## config.mk

```make
export PLATFORM = sky130hd
export DESIGN_NAME = mem_stage_ctrl_flat
export DESIGN_NICKNAME = d
export VERILOG_FILES = /design/src/rtl/mem_stage_pkg.sv /design/src/rtl/mem_stage_ctrl_if.sv /design/src/rtl/reg_memwb.sv /design/src/rtl/mem_stage_ctrl.sv /design/src/flat_wrapper.sv
export SDC_FILE = /design/constraint.sdc
export NUM_CORES = 1
export LEC_CHECK = 0
export ABC_AREA = 1
export CELL_PAD_IN_SITES_DETAIL_PLACEMENT = 1
export CELL_PAD_IN_SITES_GLOBAL_PLACEMENT = 2
export CORE_MARGIN = 2
export CORE_UTILIZATION = 29
export CTS_CLUSTER_DIAMETER = 120
export CTS_CLUSTER_SIZE = 30
export DETAILED_ROUTE_END_ITERATION = 7
export PLACE_DENSITY = 0.82
export SYNTH_ARGS = -nofsm -noshare
export SYNTH_HDL_FRONTEND = slang
export SYNTH_SLANG_ARGS = --single-unit
export TNS_END_PERCENT = 20
```

## constraint.sdc

```tcl
create_clock -name clk_i -period 3.5 [get_ports clk_i]
set_input_delay 0.35 -clock clk_i [delete_from_list [all_inputs] [get_ports clk_i]]
set_output_delay 0.35 -clock clk_i [all_outputs]
set_load 0.01 [all_outputs]
```

## src/rtl/mem_stage_pkg.sv

```systemverilog
// rtl/mem_stage_pkg.sv - shared types and constants for the memory-stage controller
//
// Purpose: state enum for the memory-access FSM, timeout counter width,
//          MEM/WB register layout and the control values loaded on a bubble.
// Ports:   none (package).

package mem_stage_pkg;

  typedef enum logic [1:0] {
    IDLE = 2'd0,
    REQ  = 2'd1,
    DONE = 2'd2
  } state_t;

  localparam int CNT_W = 16;

  typedef struct packed {
    logic        regwrite;
    logic        memtoreg;
    logic        err;
    logic        misalign;
    logic [31:0] read_data;
    logic [31:0] alu_result;
    logic [4:0]  rd_addr;
  } memwb_t;

  localparam logic BUBBLE_REGWRITE = 1'b0;
  localparam logic BUBBLE_MEMTOREG = 1'b0;
  localparam logic BUBBLE_ERR      = 1'b0;
  localparam logic BUBBLE_MISALIGN = 1'b0;

endpackage

```

## src/rtl/mem_stage_ctrl_if.sv

```systemverilog
// rtl/mem_stage_ctrl_if.sv - request/acknowledge bundle to the data memory
//
// Purpose: groups the data-memory handshake of the memory stage.
// Signals: req   - access request (held until ack or abort)
//          we    - 1 = store, 0 = load
//          addr  - access address, 0 while req is low
//          wdata - store data, 0 while req is low
//          rdata - load data, valid with ack
//          ack   - one-cycle completion strobe
// Modports: master (memory-stage controller), slave (data memory).

interface mem_stage_ctrl_if;
  logic        req;
  logic        we;
  logic [31:0] addr;
  logic [31:0] wdata;
  logic [31:0] rdata;
  logic        ack;

  modport master (output req, we, addr, wdata, input rdata, ack);
  modport slave  (input req, we, addr, wdata, output rdata, ack);
endinterface

```

## src/rtl/reg_memwb.sv

```systemverilog
// rtl/reg_memwb.sv - MEM/WB pipeline register with bubble insertion
//
// Purpose: captures the completed memory-stage instruction each clock; when
//          bubble is high the control fields are forced to their bubble values
//          while the data fields still load.
// Ports:   clk_i  - clock
//          rst_i  - asynchronous active-low reset, clears every field
//          bubble - load a bubble this edge
//          d      - next MEM/WB contents
//          q      - registered MEM/WB contents

module reg_memwb
  import mem_stage_pkg::*;
(
  input  logic   clk_i,
  input  logic   rst_i,
  input  logic   bubble,
  input  memwb_t d,
  output memwb_t q
);

  memwb_t nxt;

  always_comb begin
    nxt = d;
    if (bubble) begin
      nxt.regwrite = BUBBLE_REGWRITE;
      nxt.memtoreg = BUBBLE_MEMTOREG;
      nxt.err      = BUBBLE_ERR;
      nxt.misalign = BUBBLE_MISALIGN;
    end
  end

  always_ff @(posedge clk_i or negedge rst_i) begin
    if (!rst_i) begin
      q <= '0;
    end else begin
      q <= nxt;
    end
  end

endmodule

```

## src/rtl/mem_stage_ctrl.sv

```systemverilog
// rtl/mem_stage_ctrl.sv - memory-stage controller with variable-latency data memory
//
// Purpose: turns EX/MEM loads/stores into a req/ack access, stalls the front of
//          the pipeline while the access is outstanding, aborts after
//          TIMEOUT_CYCLES request cycles (0 = never) and owns MEM/WB.
// Build option: MEM_MISALIGN_TRAP_EN - misaligned loads/stores are flagged in
//          MEM/WB instead of being sent to memory.
// Ports:   clk_i, rst_i (async active-low)
//          regwrite_i, memtoreg_i, memread_i, memwrite_i, alu_result_i,
//          rs2_data_i, rd_addr_i - EX/MEM fields
//          stall_o - hold PC, IF/ID, ID/EX and EX/MEM
//          dmem    - data-memory handshake (master side)
//          regwrite_o, memtoreg_o, read_data_o, alu_result_o, rd_addr_o,
//          err_o, misalign_o - MEM/WB fields

module mem_stage_ctrl
  import mem_stage_pkg::*;
#(
  parameter int TIMEOUT_CYCLES = 255
) (
  input  logic                    clk_i,
  input  logic                    rst_i,
  input  logic                    regwrite_i,
  input  logic                    memtoreg_i,
  input  logic                    memread_i,
  input  logic                    memwrite_i,
  input  logic [31:0]             alu_result_i,
  input  logic [31:0]             rs2_data_i,
  input  logic [4:0]              rd_addr_i,
  output logic                    stall_o,
  mem_stage_ctrl_if.master        dmem,
  output logic                    regwrite_o,
  output logic                    memtoreg_o,
  output logic [31:0]             read_data_o,
  output logic [31:0]             alu_result_o,
  output logic [4:0]              rd_addr_o,
  output logic                    err_o,
  output logic                    misalign_o
);

  localparam logic [CNT_W-1:0] TO_LIMIT = CNT_W'(TIMEOUT_CYCLES);
  localparam bit               TO_EN    = (TIMEOUT_CYCLES != 0);

  state_t            state, state_nxt;
  logic              access, misaligned, start, timeout;
  logic [CNT_W-1:0]  cnt_q, cnt_inc;
  logic [31:0]       addr_q, wdata_q, hold_q;
  logic              we_q, err_q;
  memwb_t            memwb_d, memwb_q;

  assign access = memread_i | memwrite_i;

`ifdef MEM_MISALIGN_TRAP_EN
  assign misaligned = access & (alu_result_i[1:0] != 2'b00);
`else
  assign misaligned = 1'b0;
`endif

  // A misaligned access (trap build only) is resolved in IDLE without a request.
  assign start   = access & ~misaligned;
  assign cnt_inc = cnt_q + CNT_W'(1);
  // Abort on the REQ cycle whose missing ack would bring the count to the limit,
  // so the request is held for exactly TIMEOUT_CYCLES cycles.
  assign timeout = TO_EN && (state == REQ) && !dmem.ack && (cnt_inc == TO_LIMIT);

  always_ff @(posedge clk_i or negedge rst_i) begin
    if (!rst_i) begin
      state <= IDLE;
    end else begin
      state <= state_nxt;
    end
  end

  always_comb begin
    state_nxt = state;
    case (state)
      IDLE:    if (start) state_nxt = REQ;
      REQ:     if (dmem.ack || timeout) state_nxt = DONE;
      DONE:    state_nxt = IDLE;
      default: state_nxt = IDLE;
    endcase
  end

  always_comb begin
    stall_o              = 1'b0;
    dmem.req             = 1'b0;
    dmem.we              = 1'b0;
    dmem.addr            = '0;
    dmem.wdata           = '0;
    memwb_d.regwrite     = regwrite_i & ~misaligned;
    memwb_d.memtoreg     = memtoreg_i;
    memwb_d.err          = 1'b0;
    memwb_d.misalign     = misaligned;
    memwb_d.read_data    = '0;
    memwb_d.alu_result   = alu_result_i;
    memwb_d.rd_addr      = rd_addr_i;
    case (state)
      IDLE: stall_o = start;
      REQ: begin
        stall_o    = 1'b1;
        dmem.req   = 1'b1;
        dmem.we    = we_q;
        dmem.addr  = addr_q;
        dmem.wdata = wdata_q;
      end
      DONE: begin
        memwb_d.err       = err_q;
        memwb_d.regwrite  = regwrite_i & ~err_q;
        memwb_d.misalign  = 1'b0;
        memwb_d.read_data = (err_q | we_q) ? 32'h0 : hold_q;
      end
      default: ;
    endcase
    // Reset must release the front of the pipeline immediately, even with an
    // access still presented on the EX/MEM fields.
    stall_o = stall_o & rst_i;
  end

  always_ff @(posedge clk_i or negedge rst_i) begin
    if (!rst_i) begin
      addr_q  <= '0;
      wdata_q <= '0;
      we_q    <= 1'b0;
      cnt_q   <= '0;
      err_q   <= 1'b0;
      hold_q  <= '0;
    end else begin
      if (state == IDLE && start) begin
        addr_q  <= alu_result_i;
        wdata_q <= rs2_data_i;
        we_q    <= memwrite_i;
        cnt_q   <= '0;
        err_q   <= 1'b0;
      end
      if (state == REQ) begin
        if (dmem.ack) begin
          hold_q <= dmem.rdata;
        end else begin
          cnt_q <= cnt_inc;
        end
        if (timeout) begin
          err_q <= 1'b1;
        end
      end
    end
  end

  reg_memwb u_memwb (
    .clk_i  (clk_i),
    .rst_i  (rst_i),
    .bubble (stall_o),
    .d      (memwb_d),
    .q      (memwb_q)
  );

  assign regwrite_o   = memwb_q.regwrite;
  assign memtoreg_o   = memwb_q.memtoreg;
  assign read_data_o  = memwb_q.read_data;
  assign alu_result_o = memwb_q.alu_result;
  assign rd_addr_o    = memwb_q.rd_addr;
  assign err_o        = memwb_q.err;
  assign misalign_o   = memwb_q.misalign;

endmodule

```

## src/flat_wrapper.sv

```systemverilog
// flat-port wrapper written by rule: the top's interface ports become plain ports
module mem_stage_ctrl_flat import mem_stage_pkg::*;
#(
  parameter int TIMEOUT_CYCLES = 255
)
  (clk_i, rst_i, regwrite_i, memtoreg_i, memread_i, memwrite_i, alu_result_i, rs2_data_i, rd_addr_i, stall_o, regwrite_o, memtoreg_o, read_data_o, alu_result_o, rd_addr_o, err_o, misalign_o, dmem_req, dmem_we, dmem_addr, dmem_wdata, dmem_rdata, dmem_ack);
  mem_stage_ctrl_if dmem_i ();
  input  logic clk_i;
  input  logic rst_i;
  input  logic regwrite_i;
  input  logic memtoreg_i;
  input  logic memread_i;
  input  logic memwrite_i;
  input  logic [31:0] alu_result_i;
  input  logic [31:0] rs2_data_i;
  input  logic [4:0] rd_addr_i;
  output logic stall_o;
  output logic regwrite_o;
  output logic memtoreg_o;
  output logic [31:0] read_data_o;
  output logic [31:0] alu_result_o;
  output logic [4:0] rd_addr_o;
  output logic err_o;
  output logic misalign_o;
  output wire logic [$bits(dmem_i.req)-1:0] dmem_req;
  output wire logic [$bits(dmem_i.we)-1:0] dmem_we;
  output wire logic [$bits(dmem_i.addr)-1:0] dmem_addr;
  output wire logic [$bits(dmem_i.wdata)-1:0] dmem_wdata;
  input wire logic [$bits(dmem_i.rdata)-1:0] dmem_rdata;
  input wire logic [$bits(dmem_i.ack)-1:0] dmem_ack;
  assign dmem_req = dmem_i.req;
  assign dmem_we = dmem_i.we;
  assign dmem_addr = dmem_i.addr;
  assign dmem_wdata = dmem_i.wdata;
  assign dmem_i.rdata = dmem_rdata;
  assign dmem_i.ack = dmem_ack;
  mem_stage_ctrl #(.TIMEOUT_CYCLES(TIMEOUT_CYCLES)) u_core (.clk_i(clk_i), .rst_i(rst_i), .regwrite_i(regwrite_i), .memtoreg_i(memtoreg_i), .memread_i(memread_i), .memwrite_i(memwrite_i), .alu_result_i(alu_result_i), .rs2_data_i(rs2_data_i), .rd_addr_i(rd_addr_i), .stall_o(stall_o), .dmem(dmem_i), .regwrite_o(regwrite_o), .memtoreg_o(memtoreg_o), .read_data_o(read_data_o), .alu_result_o(alu_result_o), .rd_addr_o(rd_addr_o), .err_o(err_o), .misalign_o(misalign_o));
endmodule
```

==> flow_summary.json <==
{
  "status": "completed",
  "grt_overflow": 0,
  "drtAntennaViolNets": 0,
  "clock_power_share_pct": 24.3,
  "htree_levels": 4,
  "synth_nets": 811,
  "fin_crit_sh_pct": 76.9,
  "ys_types": 28,
  "clock_path_buffers": 2,
  "fmax_ghz": 0.372,
  "rsz0062_at_grt": "no",
  "fin_skew_ps": 23.6,
  "swShare_pct": 34.9,
  "layout_commonest_cell": "clkdlybuf4s50_1",
  "clk_pin_slew_worst_paths_ps": 80,
  "netlist_instances": 701,
  "num_vias": 5663,
  "drtIter0Drc": 236,
  "final_cell_mix": "clkdlybuf4s50_1, dfrtp_1, nor2_1",
  "hold_path_class": "in -> reg",
  "drt-total-wl_um": 20400,
  "insertion_delay_ps": 440,
  "clkSinkCount": 188,
  "syn_area_per_cell_um2": 10.3,
  "total_power_uw": 8270,
  "cts_tree": "yes",
  "vias_per_cell": 4.43,
  "intPower_uw": 5380,
  "final_nets": 1052,
  "hpwl_um": 14300,
  "fp.dieW_um": 162,
  "placementRows": 57,
  "p_leak_uw": 0.00481,
  "grt_max_degree": 139,
  "dieArea_um2": 26200,
  "wl_per_cell_um": 15.9,
  "cts_buffers": 17,
  "setup_slack_ps": 809,
  "min_period_ps": 2690,
  "portBuffers": 246,
  "track_usage_pct": 15.7,
  "cp.arrival_ps": 2340,
  "cp.required_ps": 3150,
  "drc": 0,
  "start_util_pct": 29.7,
  "ys_ff_latch": 188,
  "antenna_found_initial": 0,
  "p_per_area_nw_per_um2": 773,
  "r2r_cells": 5,
  "root_buffer": "clkbuf_16",
  "finalSetupTns_ps": 0,
  "holdPathStages": 1,
  "fillers": 2744,
  "first_pass_iters": 4,
  "die_y_um": 162,
  "p_sw_uw": 2890,
  "finalHoldViolCount": 0,
  "dp_slack_ps": 1150,
  "slew_viol_final": 0,
  "worstPathMaxFanout": 52,
  "drive_gt1_share_pct": 9.11,
  "maxCapViolCount": 0,
  "grt_pass1_vias": 5922,
  "max_slew_margin_pct": 36.8,
  "postCtsSetupRepairBufs": 0,
  "finalSetupViolCount": 0,
  "final_util_pct": 43.8,
  "gp_congestion": 0.777,
  "ios": 248,
  "synth_area_um2": 7240,
  "p_seq_share_pct": 36.9,
  "start_kind": "input pin",
  "crit_path_end_kind": "primary output",
  "core_um2": 24400,
  "grt_pass1_wl_um": 32300,
  "diodes": 0,
  "ys_seq_area_share_pct": 65.0,
  "criticalPathCategory": "in -> out",
  "ir_worst_vdd_mv": 0.307,
  "ys_warn_count": 0,
  "areaGrowthSynthToFinish_pct": 47.7,
  "comb_power_share_pct": 38.7,
  "worstMarginPinSlew_ps": 946
}
-- worst max-delay path, stage by stage --
cell and delay (ps):
dlygate4sd3_1 550, clkbuf_8 390, a21boi_0 360, clkdlybuf4s50_1 650
-- final timing paths --
check	from	endpoint	slack [ps]
min in group asynchronous	rst_i	u_core.u_memwb.q[18]	430
hold reg to reg	u_core.we_q	u_core.we_q	490
hold / removal	rd_addr_i[2]	u_core.u_memwb.q[2]	350
max in group asynchronous	rst_i	u_core.hold_q[4]	1920
setup reg to reg	u_core.state[1]	u_core.cnt_q[4]	1580
setup / recovery	rst_i	stall_o	810
-- synthesized netlist by cell type, drive strengths merged --
cell	instances	area share, %
mux2	32	5.0
conb	1	0.052
nor3b	33	3.4
clkbuf	16	0.83
ha	2	0.35
o21ai	12	0.88
nand4	4	0.35
nand3b	1	0.10
o22ai	4	0.35
nand3	21	1.6
nand2	56	2.9
a21boi	1	0.10
dfrtp	188	65
a21oi	65	4.5
nor2	156	8.4
xor2	3	0.36
inv	86	4.5
nor3	1	0.069
buf	19	1.2
-- registers in the layout, summed over array words and instances, names as in the netlist --
name,flops
u_core.hold_q,32
u_core.state,2
u_core.u_memwb.q,72
u_core.err_q,1
u_core.wdata_q,32
u_core.we_q,1
u_core.addr_q,32
u_core.cnt_q,16
-- layer usage --
metal | wire (µm) | vias up | GRT usage, %
met3 | 1110 | 13 | 4.49
met4 | 100 | 0 | 3.10
li1 | - | 2677 | -
met1 | 9460 | 2806 | 20.9
met5 | 0 | - | 0
met2 | 9680 | 167 | 25.9
-- metrics by stage --
step                area [µm²]  hold slack [ps]  cells
global route             10700              319   1279
detailed placement       10100              342   1246
floorplan                 7240             54.4    701
finish                   10700              348   1279
CTS                      10700              331   1279
global placement         10100              340   1246
-- layout make-up --
| class | count | area [µm²] | share of cell area [%] |
|---|---|---|---|
| tap | 324 | 405 | 3.79 |
| inverter | 86 | 323 | 3.02 |
| clock inverter | 14 | 191 | 1.79 |
| timing repair buffer | 257 | 2560 | 24.0 |
| sequential | 188 | 4700 | 44.0 |
| multi-input combinational | 392 | 2080 | 19.4 |
| clock buffer | 18 | 429 | 4.01 |
-- what timing repair did --
| item | 4_1_cts | 5_1_grt |
|---|---|---|
| hold endpoints to repair | 50 | 0 |
| gates resized for setup | 0 | 0 |
| hold buffers | 1 | 0 |
-- cell families after synthesis --
group                    Yosys count  share of synthesized area (%)
AND/OR/NAND/NOR                  272                           16.9
other                              1                         0.0518
AO/OA/AOI/OAI                     82                           5.88
flip-flops                       188                           65.0
buffers and inverters            121                           6.48
adder cells (fa/ha/maj)            2                          0.346
multiplexers                      32                           4.98
XOR/XNOR                           3                          0.363
-- power groups by stage --
stage	Clock [µW]	Combinational [µW]	Sequential (µW)
2_1_floorplan	0	1640	3080
3_3_place_gp	0	3210	3060
3_5_place_dp	0	3250	3100
4_1_cts	2080	3270	3060
5_1_grt	2180	3530	3130
6_report	2010	3200	3050
(Power assumes the default switching activity.)
